[config.mk]
export PLATFORM = sky130hd
export DESIGN_NAME = fifo_prog
export DESIGN_NICKNAME = d
export VERILOG_FILES = /design/src/rtl/fifo_pkg.sv /design/src/rtl/fifo_mem.sv /design/src/rtl/fifo_prog.sv
export SDC_FILE = /design/constraint.sdc
export NUM_CORES = 1
export LEC_CHECK = 0
export ABC_AREA = 1
export CELL_PAD_IN_SITES_DETAIL_PLACEMENT = 2
export CELL_PAD_IN_SITES_GLOBAL_PLACEMENT = 2
export CORE_MARGIN = 2
export CORE_UTILIZATION = 36
export DETAILED_ROUTE_END_ITERATION = 6
export HOLD_SLACK_MARGIN = 0.1
export PLACE_DENSITY = 0.78
export SYNTH_ARGS = -nofsm -noshare
export SYNTH_HDL_FRONTEND = slang
export SYNTH_HIERARCHICAL = 1
export SYNTH_SLANG_ARGS = --single-unit
[constraint.sdc]
create_clock -name i_clk -period 3 [get_ports i_clk]
set_input_delay 0.45 -clock i_clk [delete_from_list [all_inputs] [get_ports i_clk]]
set_output_delay 0.45 -clock i_clk [all_outputs]
set_load 0.02 [all_outputs]
[src/rtl/fifo_pkg.sv]
// Shared helpers for the programmable FIFO: width functions and the error-flag record.
package fifo_pkg;

  function automatic int ptr_width(input int depth);
    return $clog2(depth) + 1;
  endfunction

  function automatic int cnt_width(input int depth);
    return $clog2(depth + 1);
  endfunction

  typedef struct packed {
    logic overflow;
    logic underflow;
  } err_flags_t;

endpackage

[src/rtl/fifo_mem.sv]
// Simple dual-port RAM: synchronous write, asynchronous read.
// Contents are deliberately not reset.
module fifo_mem #(
  parameter int DATA_WIDTH = 8,
  parameter int DEPTH      = 8,
  parameter int ADDR_W     = $clog2(DEPTH)
) (
  input  logic                  i_clk,
  input  logic                  i_we,
  input  logic [ADDR_W-1:0]     i_waddr,
  input  logic [DATA_WIDTH-1:0] i_wdata,
  input  logic [ADDR_W-1:0]     i_raddr,
  output logic [DATA_WIDTH-1:0] o_rdata
);

  logic [DATA_WIDTH-1:0] r_mem [DEPTH];

  always_ff @(posedge i_clk) begin
    if (i_we) begin
      r_mem[i_waddr] <= i_wdata;
    end else begin
      r_mem[i_waddr] <= r_mem[i_waddr];
    end
  end

  assign o_rdata = r_mem[i_raddr];

endmodule

[src/rtl/fifo_prog.sv]
// Parametrised synchronous FIFO with occupancy count, programmable thresholds and sticky errors.
// Define FIFO_PROG_FWFT_EN for first-word-fall-through; default is registered read, latency 1.
module fifo_prog
  import fifo_pkg::*;
#(
  parameter int DATA_WIDTH = 8,
  parameter int DEPTH      = 8,
  parameter int AFULL_TH   = 6,
  parameter int AEMPTY_TH  = 2
) (
  input  logic                          i_clk,
  input  logic                          i_rst,
  input  logic                          i_w_en,
  input  logic [DATA_WIDTH-1:0]         i_data_in,
  input  logic                          i_r_en,
  input  logic                          i_flush,
  input  logic                          i_clr_err,
  output logic [DATA_WIDTH-1:0]         o_data_out,
  output logic                          o_rd_valid,
  output logic                          o_full,
  output logic                          o_empty,
  output logic                          o_almost_full,
  output logic                          o_almost_empty,
  output logic [cnt_width(DEPTH)-1:0]   o_count,
  output logic                          o_overflow,
  output logic                          o_underflow
);

  localparam int PTR_W  = ptr_width(DEPTH);
  localparam int ADDR_W = PTR_W - 1;
  localparam int CNT_W  = cnt_width(DEPTH);

  if ((DEPTH < 2) || ((DEPTH & (DEPTH - 1)) != 0)) begin : g_bad_depth
    $error("fifo_prog: DEPTH must be a power of 2 and at least 2");
  end
  if ((AFULL_TH < 1) || (AFULL_TH > DEPTH)) begin : g_bad_afull
    $error("fifo_prog: AFULL_TH must lie in 1..DEPTH");
  end
  if ((AEMPTY_TH < 0) || (AEMPTY_TH > DEPTH - 1)) begin : g_bad_aempty
    $error("fifo_prog: AEMPTY_TH must lie in 0..DEPTH-1");
  end

  logic [PTR_W-1:0]      r_wr_ptr;
  logic [PTR_W-1:0]      r_rd_ptr;
  logic [CNT_W-1:0]      r_count;
  err_flags_t            r_err;

  logic [PTR_W-1:0]      w_wr_ptr_nxt;
  logic [PTR_W-1:0]      w_rd_ptr_nxt;
  logic [CNT_W-1:0]      w_count_nxt;
  err_flags_t            w_err_nxt;
  logic                  w_full;
  logic                  w_empty;
  logic                  w_wr_acc;
  logic                  w_rd_acc;
  logic                  w_wr_rej;
  logic                  w_rd_rej;
  logic [DATA_WIDTH-1:0] w_mem_rdata;

  // Same index with opposite wrap bits means the write pointer is a full lap ahead.
  assign w_empty = (r_wr_ptr == r_rd_ptr);
  assign w_full  = (r_wr_ptr[ADDR_W] != r_rd_ptr[ADDR_W]) &&
                   (r_wr_ptr[ADDR_W-1:0] == r_rd_ptr[ADDR_W-1:0]);

  assign w_wr_acc = i_w_en & ~w_full  & ~i_flush;
  assign w_rd_acc = i_r_en & ~w_empty & ~i_flush;
  assign w_wr_rej = i_w_en &  w_full  & ~i_flush;
  assign w_rd_rej = i_r_en &  w_empty & ~i_flush;

  fifo_mem #(
    .DATA_WIDTH (DATA_WIDTH),
    .DEPTH      (DEPTH),
    .ADDR_W     (ADDR_W)
  ) u_mem (
    .i_clk   (i_clk),
    .i_we    (w_wr_acc),
    .i_waddr (r_wr_ptr[ADDR_W-1:0]),
    .i_wdata (i_data_in),
    .i_raddr (r_rd_ptr[ADDR_W-1:0]),
    .o_rdata (w_mem_rdata)
  );

  always_comb begin
    w_wr_ptr_nxt = r_wr_ptr;
    w_rd_ptr_nxt = r_rd_ptr;
    w_count_nxt  = r_count;
    if (i_flush) begin
      w_wr_ptr_nxt = {PTR_W{1'b0}};
      w_rd_ptr_nxt = {PTR_W{1'b0}};
      w_count_nxt  = {CNT_W{1'b0}};
    end else begin
      if (w_wr_acc) begin
        w_wr_ptr_nxt = r_wr_ptr + PTR_W'(1);
      end else begin
        w_wr_ptr_nxt = r_wr_ptr;
      end
      if (w_rd_acc) begin
        w_rd_ptr_nxt = r_rd_ptr + PTR_W'(1);
      end else begin
        w_rd_ptr_nxt = r_rd_ptr;
      end
      case ({w_wr_acc, w_rd_acc})
        2'b10:   w_count_nxt = r_count + CNT_W'(1);
        2'b01:   w_count_nxt = r_count - CNT_W'(1);
        default: w_count_nxt = r_count;
      endcase
    end
  end

  // A new error event beats a simultaneous clear.
  always_comb begin
    w_err_nxt           = r_err;
    w_err_nxt.overflow  = w_wr_rej | (r_err.overflow  & ~i_clr_err);
    w_err_nxt.underflow = w_rd_rej | (r_err.underflow & ~i_clr_err);
  end

  always_ff @(posedge i_clk or posedge i_rst) begin
    if (i_rst) begin
      r_wr_ptr <= {PTR_W{1'b0}};
      r_rd_ptr <= {PTR_W{1'b0}};
      r_count  <= {CNT_W{1'b0}};
      r_err    <= '{overflow: 1'b0, underflow: 1'b0};
    end else begin
      r_wr_ptr <= w_wr_ptr_nxt;
      r_rd_ptr <= w_rd_ptr_nxt;
      r_count  <= w_count_nxt;
      r_err    <= w_err_nxt;
    end
  end

`ifdef FIFO_PROG_FWFT_EN
  assign o_data_out = w_empty ? {DATA_WIDTH{1'b0}} : w_mem_rdata;
  assign o_rd_valid = ~w_empty;
`else
  logic [DATA_WIDTH-1:0] r_data_out;
  logic                  r_rd_valid;

  always_ff @(posedge i_clk or posedge i_rst) begin
    if (i_rst) begin
      r_data_out <= {DATA_WIDTH{1'b0}};
      r_rd_valid <= 1'b0;
    end else begin
      r_rd_valid <= w_rd_acc;
      if (w_rd_acc) begin
        r_data_out <= w_mem_rdata;
      end else begin
        r_data_out <= r_data_out;
      end
    end
  end

  assign o_data_out = r_data_out;
  assign o_rd_valid = r_rd_valid;
`endif

  assign o_full         = w_full;
  assign o_empty        = w_empty;
  assign o_almost_full  = (r_count >= CNT_W'(AFULL_TH));
  assign o_almost_empty = (r_count <= CNT_W'(AEMPTY_TH));
  assign o_count        = r_count;
  assign o_overflow     = r_err.overflow;
  assign o_underflow    = r_err.underflow;

endmodule

Word level (Yosys, flattened, before mapping)
Memories as Yosys holds them, arrays and structs flattened. A register that Yosys moved wholly into a read port is not among the register bits.
Index checks and enable logic that the tools add are counted.
{"block": "op_classes", "n_addsub": 4, "order_cmp": 2, "n_eq_ne": 6, "n_mux": 10, "n_bitwise": 17, "n_reduce_logical": 5}
{"operator": "2-to-1 mux 4 bit", "count": 5}
{"operator": "adder 4 x 1 -> 4 bit, second input constant", "count": 3}
{"operator": "bitwise AND 1 bit", "count": 10}
{"operator": "2-to-1 mux 8 bit", "count": 1}
{"operator": "case mux 4 bit (2 select lines)", "count": 1}
{"operator": "equality test 4 bit", "count": 1}
{"operator": ">= comparator 4 x 3 -> 1 bit, second input constant", "count": 1}
{"operator": "<= comparator 4 x 2 -> 1 bit, second input constant", "count": 1}
{"operator": "inverter 1 bit", "count": 4}
{"operator": "nonzero test 2 bit", "count": 2}
{"operator": "subtractor 4 x 1 -> 4 bit, second input constant", "count": 1}
{"operator": "equality test 3 bit", "count": 1}
{"operator": "2-to-1 mux 1 bit", "count": 3}
{"operator": "bitwise OR 1 bit", "count": 3}
{"operator": "nonzero test 3 bit", "count": 1}
{"operator": "equality test 2 x 1 -> 1 bit, second input constant", "count": 1}
{"operator": "equality test 2 bit, second input constant", "count": 1}
{"operator": "AND reduction 2 bit", "count": 1}
{"operator": "logical AND 1 bit", "count": 1}
{"operator": "!= test 0 bit", "count": 1}
{"operator": "!= test 1 bit", "count": 1}
{"block": "word_totals", "reg_bits": 15, "ramBits": 64, "out_inout_bits": 19, "wordCells": 51, "memories": 1}
{"name": "u_mem.r_mem", "depth": 8, "word_bits": 8, "rd": 1, "rd_ports_with_merged_regs": 1, "wr": 1, "line_no": "fifo_mem.sv:16", "text": "logic [DATA_WIDTH-1:0] r_mem [DEPTH];"}

Logic depth before layout (Yosys ltp)
Gate-level depths: netlist of the first run.
{"block": "depth", "depth_word": 8, "depth_mapped": 17, "depth_no_buf": 17}

Modules after synthesis
The synthesis of the first run kept the hierarchy.
{"mod": "fifo_mem", "instances": 1, "cells_each": 295, "area_each_um2": 2890.3, "seq_area_each_um2": 1921.8}
{"mod": "fifo_prog", "instances": 1, "cells_each": 167, "area_each_um2": 1321.3, "seq_area_each_um2": 575.6}

Least setup slack after synthesis of the first run
OpenSTA, ideal clock, no wires.
{"block": "synth_path", "path_kind": "reg2reg", "start": "register r_wr_ptr[1]", "end": "register r_count[3], in the netlist o_count[3]", "t_arrival_ns": 2.004, "slack_ns": 0.879, "stages_incl_launch_ff": 18, "cell_sequence": "dfrtp_1 -> inv_2 -> nand2_1 -> nand2_1 -> nor2_2 -> nand2_4 -> nand2_4 -> inv_2 -> nand2_4 -> inv_1 -> ha_1 -> a21oi_1 -> nand2_1 -> xor2_1 -> nand3b_1 -> nand2_1 -> nand2_1 -> nand2_1"}
{"block": "synth_between", "elab_chain_len": 8, "elab_cells_between_ends": 14, "classes_between": "eq/ne: 4; mux: 2; bitwise: 6; reduce/logical: 2"}
{"element": "start, declared", "line_no": "fifo_prog.sv:43", "text": "logic [PTR_W-1:0] r_wr_ptr;"}
{"element": "start signal, assigned", "line_no": "fifo_prog.sv:119", "text": "r_wr_ptr <= {PTR_W{1'b0}};"}
{"element": "start signal, assigned", "line_no": "fifo_prog.sv:124", "text": "r_wr_ptr <= w_wr_ptr_nxt;"}
{"element": "equality test 3 bit", "line_no": "fifo_prog.sv:63", "text": "(r_wr_ptr[ADDR_W-1:0] == r_rd_ptr[ADDR_W-1:0]);"}
{"element": "logical AND 1 bit", "line_no": "fifo_prog.sv:62", "text": "assign w_full = (r_wr_ptr[ADDR_W] != r_rd_ptr[ADDR_W]) &&"}
{"element": "inverter 1 bit", "line_no": "fifo_prog.sv:65", "text": "assign w_wr_acc = i_w_en & ~w_full & ~i_flush;"}
{"element": "bitwise AND 1 bit (2 in series)", "line_no": "fifo_prog.sv:65"}
{"element": "equality test 2 x 1 -> 1 bit or equality test 2 bit (tied branches)", "line_no": "fifo_prog.sv:102", "text": "case ({w_wr_acc, w_rd_acc})"}
{"element": "case mux 4 bit (2 select lines)", "line_no": "fifo_prog.sv:102"}
{"element": "2-to-1 mux 4 bit", "line_no": "fifo_prog.sv:87", "text": "if (i_flush) begin"}
{"element": "end signal, assigned", "line_no": "fifo_prog.sv:121", "text": "r_count <= {CNT_W{1'b0}};"}
{"element": "end signal, assigned", "line_no": "fifo_prog.sv:126", "text": "r_count <= w_count_nxt;"}
{"element": "end, declared", "line_no": "fifo_prog.sv:45", "text": "logic [CNT_W-1:0] r_count;"}
Several ways; a longest one is shown, not always the timed one.
A chain may end at the register's enable or synchronous reset.

Final worst setup path of the first run
{"block": "layout_path", "start": "register r_rd_ptr[2]", "end": "register r_count[3], in the netlist o_count[3]"}
{"block": "layout_between", "elab_chain_len": 8, "elab_cells_between_ends": 14, "classes_between": "eq/ne: 4; mux: 2; bitwise: 6; reduce/logical: 2"}
{"element": "start, declared", "line_no": "fifo_prog.sv:44", "text": "logic [PTR_W-1:0] r_rd_ptr;"}
{"element": "start signal, assigned", "line_no": "fifo_prog.sv:120", "text": "r_rd_ptr <= {PTR_W{1'b0}};"}
{"element": "start signal, assigned", "line_no": "fifo_prog.sv:125", "text": "r_rd_ptr <= w_rd_ptr_nxt;"}
{"element": "equality test 3 bit", "line_no": "fifo_prog.sv:63"}
{"element": "logical AND 1 bit", "line_no": "fifo_prog.sv:62"}
{"element": "inverter 1 bit", "line_no": "fifo_prog.sv:65"}
{"element": "bitwise AND 1 bit (2 in series)", "line_no": "fifo_prog.sv:65"}
{"element": "equality test 2 x 1 -> 1 bit or equality test 2 bit (tied branches)", "line_no": "fifo_prog.sv:102"}
{"element": "case mux 4 bit (2 select lines)", "line_no": "fifo_prog.sv:102"}
{"element": "2-to-1 mux 4 bit", "line_no": "fifo_prog.sv:87"}
Several ways; a longest one is shown, not always the timed one.

==> results.cfg, run 1 <==
[placed_design]
place_inst = 637
place_area_mm2 = 0.00469
place_ws_ns = 0.133
dp.final_hpwl_mm = 8.41
gp_congestion = 0.757
port-buffer-count = 32

[setup_path]
crit_type = flop to flop
r2r_setup_slack_ns = 0.27
r2r-start = r_rd_ptr[2]$_DFFE_PP0P_
rr_worst_depth = 17
crit_arrival_ns = 2.96
cp_slowest_cell = dfrtp_2
end_kind = flop
cp_cell_sequence = inv_1 -> nand2_1 -> nand2_2 -> nor2_4 -> nand2_4 -> nand2_4 -> clkinv_2 -> nand2_4 -> inv_1 -> ha_1 -> a21oi_1 -> nand2_1 -> xor2_1 -> nand3b_1 -> nand2_1 -> nand2_1 -> nand2_1
worstPathMaxFanout = 13
required_ns = 3.23
crit_start = r_rd_ptr[2]$_DFFE_PP0P_
cpPeakStageDelay_ns = 0.48
worst_r2r_endpoint = o_count[3]$_DFFE_PP0P_
endpoint = o_count[3]$_DFFE_PP0P_
cp-start-kind = flop
crit_path_frequent_cell = nand2_1

[finish]
nets = 524
stdcell_area_mm2 = 0.00500
antenna_cells = 0
area_delta_synth_final_pct = 18.8
fin_cells = 653
drive_above_1_share_pct = 10.6
n_fill_cell = 1248
utilization_pct = 43.8

[synthesis]
syn_inst = 462
async_reset_ff_share_pct = 26.4
synthTopCellsByCount = nand2_1, inv_1, edfxtp_1
syn_nets = 481
synth-edff-count = 64
ys_types = 27
ys_seq_area_share_pct = 59.3
synth.most_common_cell = nand2_1
avgSynthCellArea_um2 = 9.12
synth_seq_cells = 87
post-synth-top-area-fraction_pct = 45.6
ys_top_cells_by_area = edfxtp_1, nand2_1, dfrtp_1
synthFlopType = edfxtp_1
yosysTopAreaCell = edfxtp_1
ys_warn_count = 6
synth_area_mm2 = 0.00421

[floorplanning]
die_area_mm2 = 0.0126
die_w_um = 112
num_rows = 39
ios = 33
dieHeight_um = 112
core_area_mm2 = 0.0114
start_util_pct = 36.9

[global_routing]
grt_use_total_pct = 20.7
grt_max_degree = 36
grt_pass1_wl_mm = 19.7
grt_pass1_vias = 3560
antenna_found_initial = 0
grt_overflow = 0

[route]
viasPerCell = 5.01
drtAntennaViolNets = 0
drt_iter0_markers = 127
wl_per_cell_um = 19.2
drc = 0
vias = 3274
dr.pass1.iters = 4
routed_wl_mm = 12.6

[timing]
rsz0062_at_grt = no
setup_viol = 0
max_freq_mhz = 367
whs_ns = 0.483
relSlewSlack_pct = 33.6
period_needed_ns = 2.73
tns_ns = 0
clock_skew_ns = 0.00954
timing.final.crit_share_pct = 90.9
finalHoldViolCount = 0
tightest_slew_ns = 0.995
slew_viol_final = 0
layout_setup_ws_ns = 0.273

[clocking]
cts_buffer_depth = 2
clk_pin_slew_ns = 0.07
htreeDepth = 3
cts_tree = yes
cts.sinks = 87
ctsResizeCount = 0
clock_latency_ns = 0.35
cts_setup_buffers = 0
cts_buffers = 9
root_buffer = clkbuf_16
cts_hold_buf = 0

[outcome]
status = finished, final reports clean

[power]
power_mw = 3.29
power_density_mw_per_mm2 = 657
irDropWorstVdd_uv = 455
leakage_nw = 2.37

[flow_run]
max_cap_viol_count = 0

[min_path]
hp-class = flop to flop
whs_path_depth = 2
-- critical path, delay by kind of cell, from the launching register on --
kind                       cells  cell delay (ns)
buffers and inverters          3             0.40
adders and majority gates      1             0.32
and+or+nand+nor               11             1.02
xor gates and xnor gates       1             0.20
AOI/OAI and AO/OA              1             0.18
DFF                            1             0.48
-- layer usage --
layer	share of wire, %	GRT usage [%]	routed length [um]
met5	0	0	0
met4	0.95	5.37	119
met3	2.2	3.08	277
met2	53	38.0	6720
met1	43	25.6	5450
-- layout make-up --
type	count	area, um2	share of cell area [%]
clock buffers	9	225	4.50
clock inverters	7	86.3	1.73
inverters	90	342	6.83
multi-input cells	272	1250	25.0
flip-flops and latches	87	2500	50.0
well taps	143	179	3.58
repair buffers	45	418	8.35
-- power by group --
part	leakage (nW)	total, mW	switching, mW	internal (mW)
sequential	0.877	1.43	0.0541	1.37
combinational	1.34	0.689	0.439	0.250
clock	0.150	1.17	0.509	0.665
-- logic make-up (layout without fill, tap and decap cells) --
logic type      count (synthesis)  count (layout)  share of synthesized area, %
flops                          87              87                          59.3
compound gates                 13              13                          1.87
fa+ha+maj                       5               5                          1.66
xor+xnor                        3               3                         0.624
simple gates                  251             251                          25.6
buf+inv                       103             151                          10.9
-- how the worst min path moves through the flow --
stage | start | slack (ns) | to
global route | o_data_out[7]$_DFFE_PP0P_ | 0.51 | o_data_out[7]$_DFFE_PP0P_
floorplan | i_rst | 0.45 | o_count[0]$_DFFE_PP0P_
CTS | o_data_out[4]$_DFFE_PP0P_ | 0.49 | o_data_out[4]$_DFFE_PP0P_
global placement | o_data_out[3]$_DFFE_PP0P_ | 0.47 | o_data_out[3]$_DFFE_PP0P_
finish | o_data_out[4]$_DFFE_PP0P_ | 0.48 | o_data_out[4]$_DFFE_PP0P_
detailed placement | o_data_out[4]$_DFFE_PP0P_ | 0.47 | o_data_out[4]$_DFFE_PP0P_
-- sequential cells by signal, indices dropped and copies added, names as in the netlist --
| register | cells |
|---|---|
| o_overflow | 1 |
| o_rd_valid | 1 |
| o_count | 4 |
| o_data_out | 8 |
| r_rd_ptr | 4 |
| u_mem/r_mem | 64 |
| r_wr_ptr | 4 |
| o_underflow | 1 |
-- layout by cell type, fill, tap and decap left out, drive strengths merged --
cell type	count
nor2	17
nand2	188
nand3b	1
dfrtp	23
buf	13
a21oi	3
clkdlybuf4s50	32
clkinvlp	1
o21ai	8
nand4	1
clkbuf	9
o22ai	2
edfxtp	64
fa	1
nand3	42
ha	4
inv	93
xor2	3
bufinv	1
nor3	2
clkinv	2
Power figures use the tool's default switching activity.
==> inputs of run 2 (changes only) <==
--- a/config.mk
+++ b/config.mk
@@ -12,7 +12,7 @@
 export CORE_UTILIZATION = 36
 export DETAILED_ROUTE_END_ITERATION = 6
 export HOLD_SLACK_MARGIN = 0.1
-export PLACE_DENSITY = 0.78
+export PLACE_DENSITY = 0.77
 export SYNTH_ARGS = -nofsm -noshare
 export SYNTH_HDL_FRONTEND = slang
 export SYNTH_HIERARCHICAL = 1
==> results.cfg, run 2 (synthesis gave the netlist of run 1 again) <==
[floorplanning]
die_w_um = 112
ios = 33
core_area_mm2 = 0.0114
num_rows = 39
die_area_mm2 = 0.0126
start_util_pct = 36.9
dieHeight_um = 112

[placed_design]
port-buffer-count = 32
gp_congestion = 0.780
dp.final_hpwl_mm = 8.01

[setup_path]
r2r-start = r_rd_ptr[2]$_DFFE_PP0P_
endpoint = o_count[3]$_DFFE_PP0P_
end_kind = flop
cp-start-kind = flop
worstPathMaxFanout = 13
crit_start = r_rd_ptr[2]$_DFFE_PP0P_
crit_arrival_ns = 2.92
rr_worst_depth = 17
required_ns = 3.23
crit_type = flop to flop
worst_r2r_endpoint = o_count[3]$_DFFE_PP0P_
r2r_setup_slack_ns = 0.31

[clocking]
cts_hold_buf = 0
cts_buffer_depth = 2
cts.sinks = 87
ctsResizeCount = 0
clk_pin_slew_ns = 0.06
root_buffer = clkbuf_16
cts_buffers = 9
clock_latency_ns = 0.35
cts_setup_buffers = 0
htreeDepth = 3
cts_tree = yes

[finish]
largest-register = u_mem/r_mem
largest_reg_flops = 64
antenna_cells = 0
n_fill_cell = 1307
nets = 524
area_delta_synth_final_pct = 17.8
drive_above_1_share_pct = 9.61
layout_common_cells = nand2_1, inv_1, edfxtp_1, nand3_1, clkdlybuf4s50_1
final_common_cell = nand2_1

[power]
power_mw = 3.16
irDropWorstVdd_uv = 379
leakage_nw = 2.35
power_density_mw_per_mm2 = 636

[route]
routed_wl_mm = 11.7
drtAntennaViolNets = 0
drt_iter0_markers = 176
vias = 3189
wl_per_cell_um = 18.0
drc = 0
dr.pass1.iters = 4
viasPerCell = 4.88

[timing]
clock_skew_ns = 0.00915
timing.final.crit_share_pct = 89.8
relSlewSlack_pct = 38.8
tightest_slew_ns = 0.917
tns_ns = 0
slew_viol_final = 0
finalHoldViolCount = 0
period_needed_ns = 2.69
setup_viol = 0
rsz0062_at_grt = no
max_freq_mhz = 371

[global_routing]
grt_overflow = 0
grt_pass1_wl_mm = 19.3
grt_pass1_vias = 3580
grt_max_degree = 36
grt_use_total_pct = 20.0
antenna_found_initial = 0

[min_path]
hp-class = flop to flop

[flow_run]
max_cap_viol_count = 0

[outcome]
status = finished, final reports clean
==> run 2: cell count changes in the layout (fill, tap and decap cells not counted), sizes merged <==
cell      change
inv           -1
clkbuf        +1
clkinvlp      +1
bufinv        -1
==> run 2: power by group <==
part           switching, mW  total [mW]  internal, mW
Combinational          0.428       0.678         0.250
Sequential            0.0583        1.43          1.37
Clock                  0.479        1.04         0.566
==> run 2: through the flow <==
| step | cells | cell area, um2 | util (%) | hold slack (ns) | setup WS, ns |
|---|---|---|---|---|---|
| global placement | 637 | 4690 | 41.1 | 0.467 | 0.269 |
| global route | 653 | 4960 | 43.5 | 0.512 | 0.0339 |
| floorplan | 462 | 4210 | - | 0.452 | 0.879 |
| CTS | 653 | 4960 | 43.5 | 0.491 | 0.245 |
| finish | 653 | 4960 | 43.5 | 0.481 | 0.307 |
| detailed placement | 637 | 4690 | 41.1 | 0.474 | 0.0725 |
==> run 2: critical path: stages (launching register included) <==
cell and delay (ns):
dfrtp_1 0.57, inv_1 0.16, nand2_1 0.10, nand2_2 0.07, nor2_4 0.10, nand2_4 0.08, nand2_4 0.07, inv_2 0.12
nand2_4 0.14, inv_1 0.10, ha_1 0.33, a21oi_1 0.18, nand2_1 0.08, xor2_1 0.19, nand3b_1 0.14, nand2_1 0.05
nand2_1 0.06, nand2_1 0.04
==> run 2: worst min-delay path by stage <==
stage	start	end	cells past startpoint
6_report	o_data_out[3]$_DFFE_PP0P_	o_data_out[3]$_DFFE_PP0P_	2
2_1_floorplan	i_rst	o_count[0]$_DFFE_PP0P_	1
3_3_place_gp	o_data_out[1]$_DFFE_PP0P_	o_data_out[1]$_DFFE_PP0P_	2
4_1_cts	o_data_out[3]$_DFFE_PP0P_	o_data_out[3]$_DFFE_PP0P_	2
5_1_grt	o_data_out[3]$_DFFE_PP0P_	o_data_out[3]$_DFFE_PP0P_	2
3_5_place_dp	o_data_out[3]$_DFFE_PP0P_	o_data_out[3]$_DFFE_PP0P_	2
==> run 2: area by class of cell <==
class	instances	area, um2	share of cell area, %
flip-flops and latches	87	2500	50.3
multi-input cells	272	1250	25.3
repair buffers	45	418	8.42
inverters	90	340	6.86
clock buffers	10	229	4.61
well taps	143	179	3.61
clock inverters	6	45.0	0.908
==> run 2: per-layer routing <==
metal	track usage, %	up-vias	share of wire [%]
met5	0	-	0
met4	6.59	0	1.6
met3	2.92	19	2.8
met2	33.8	46	49
met1	26.7	1611	46
li1	-	1513	-
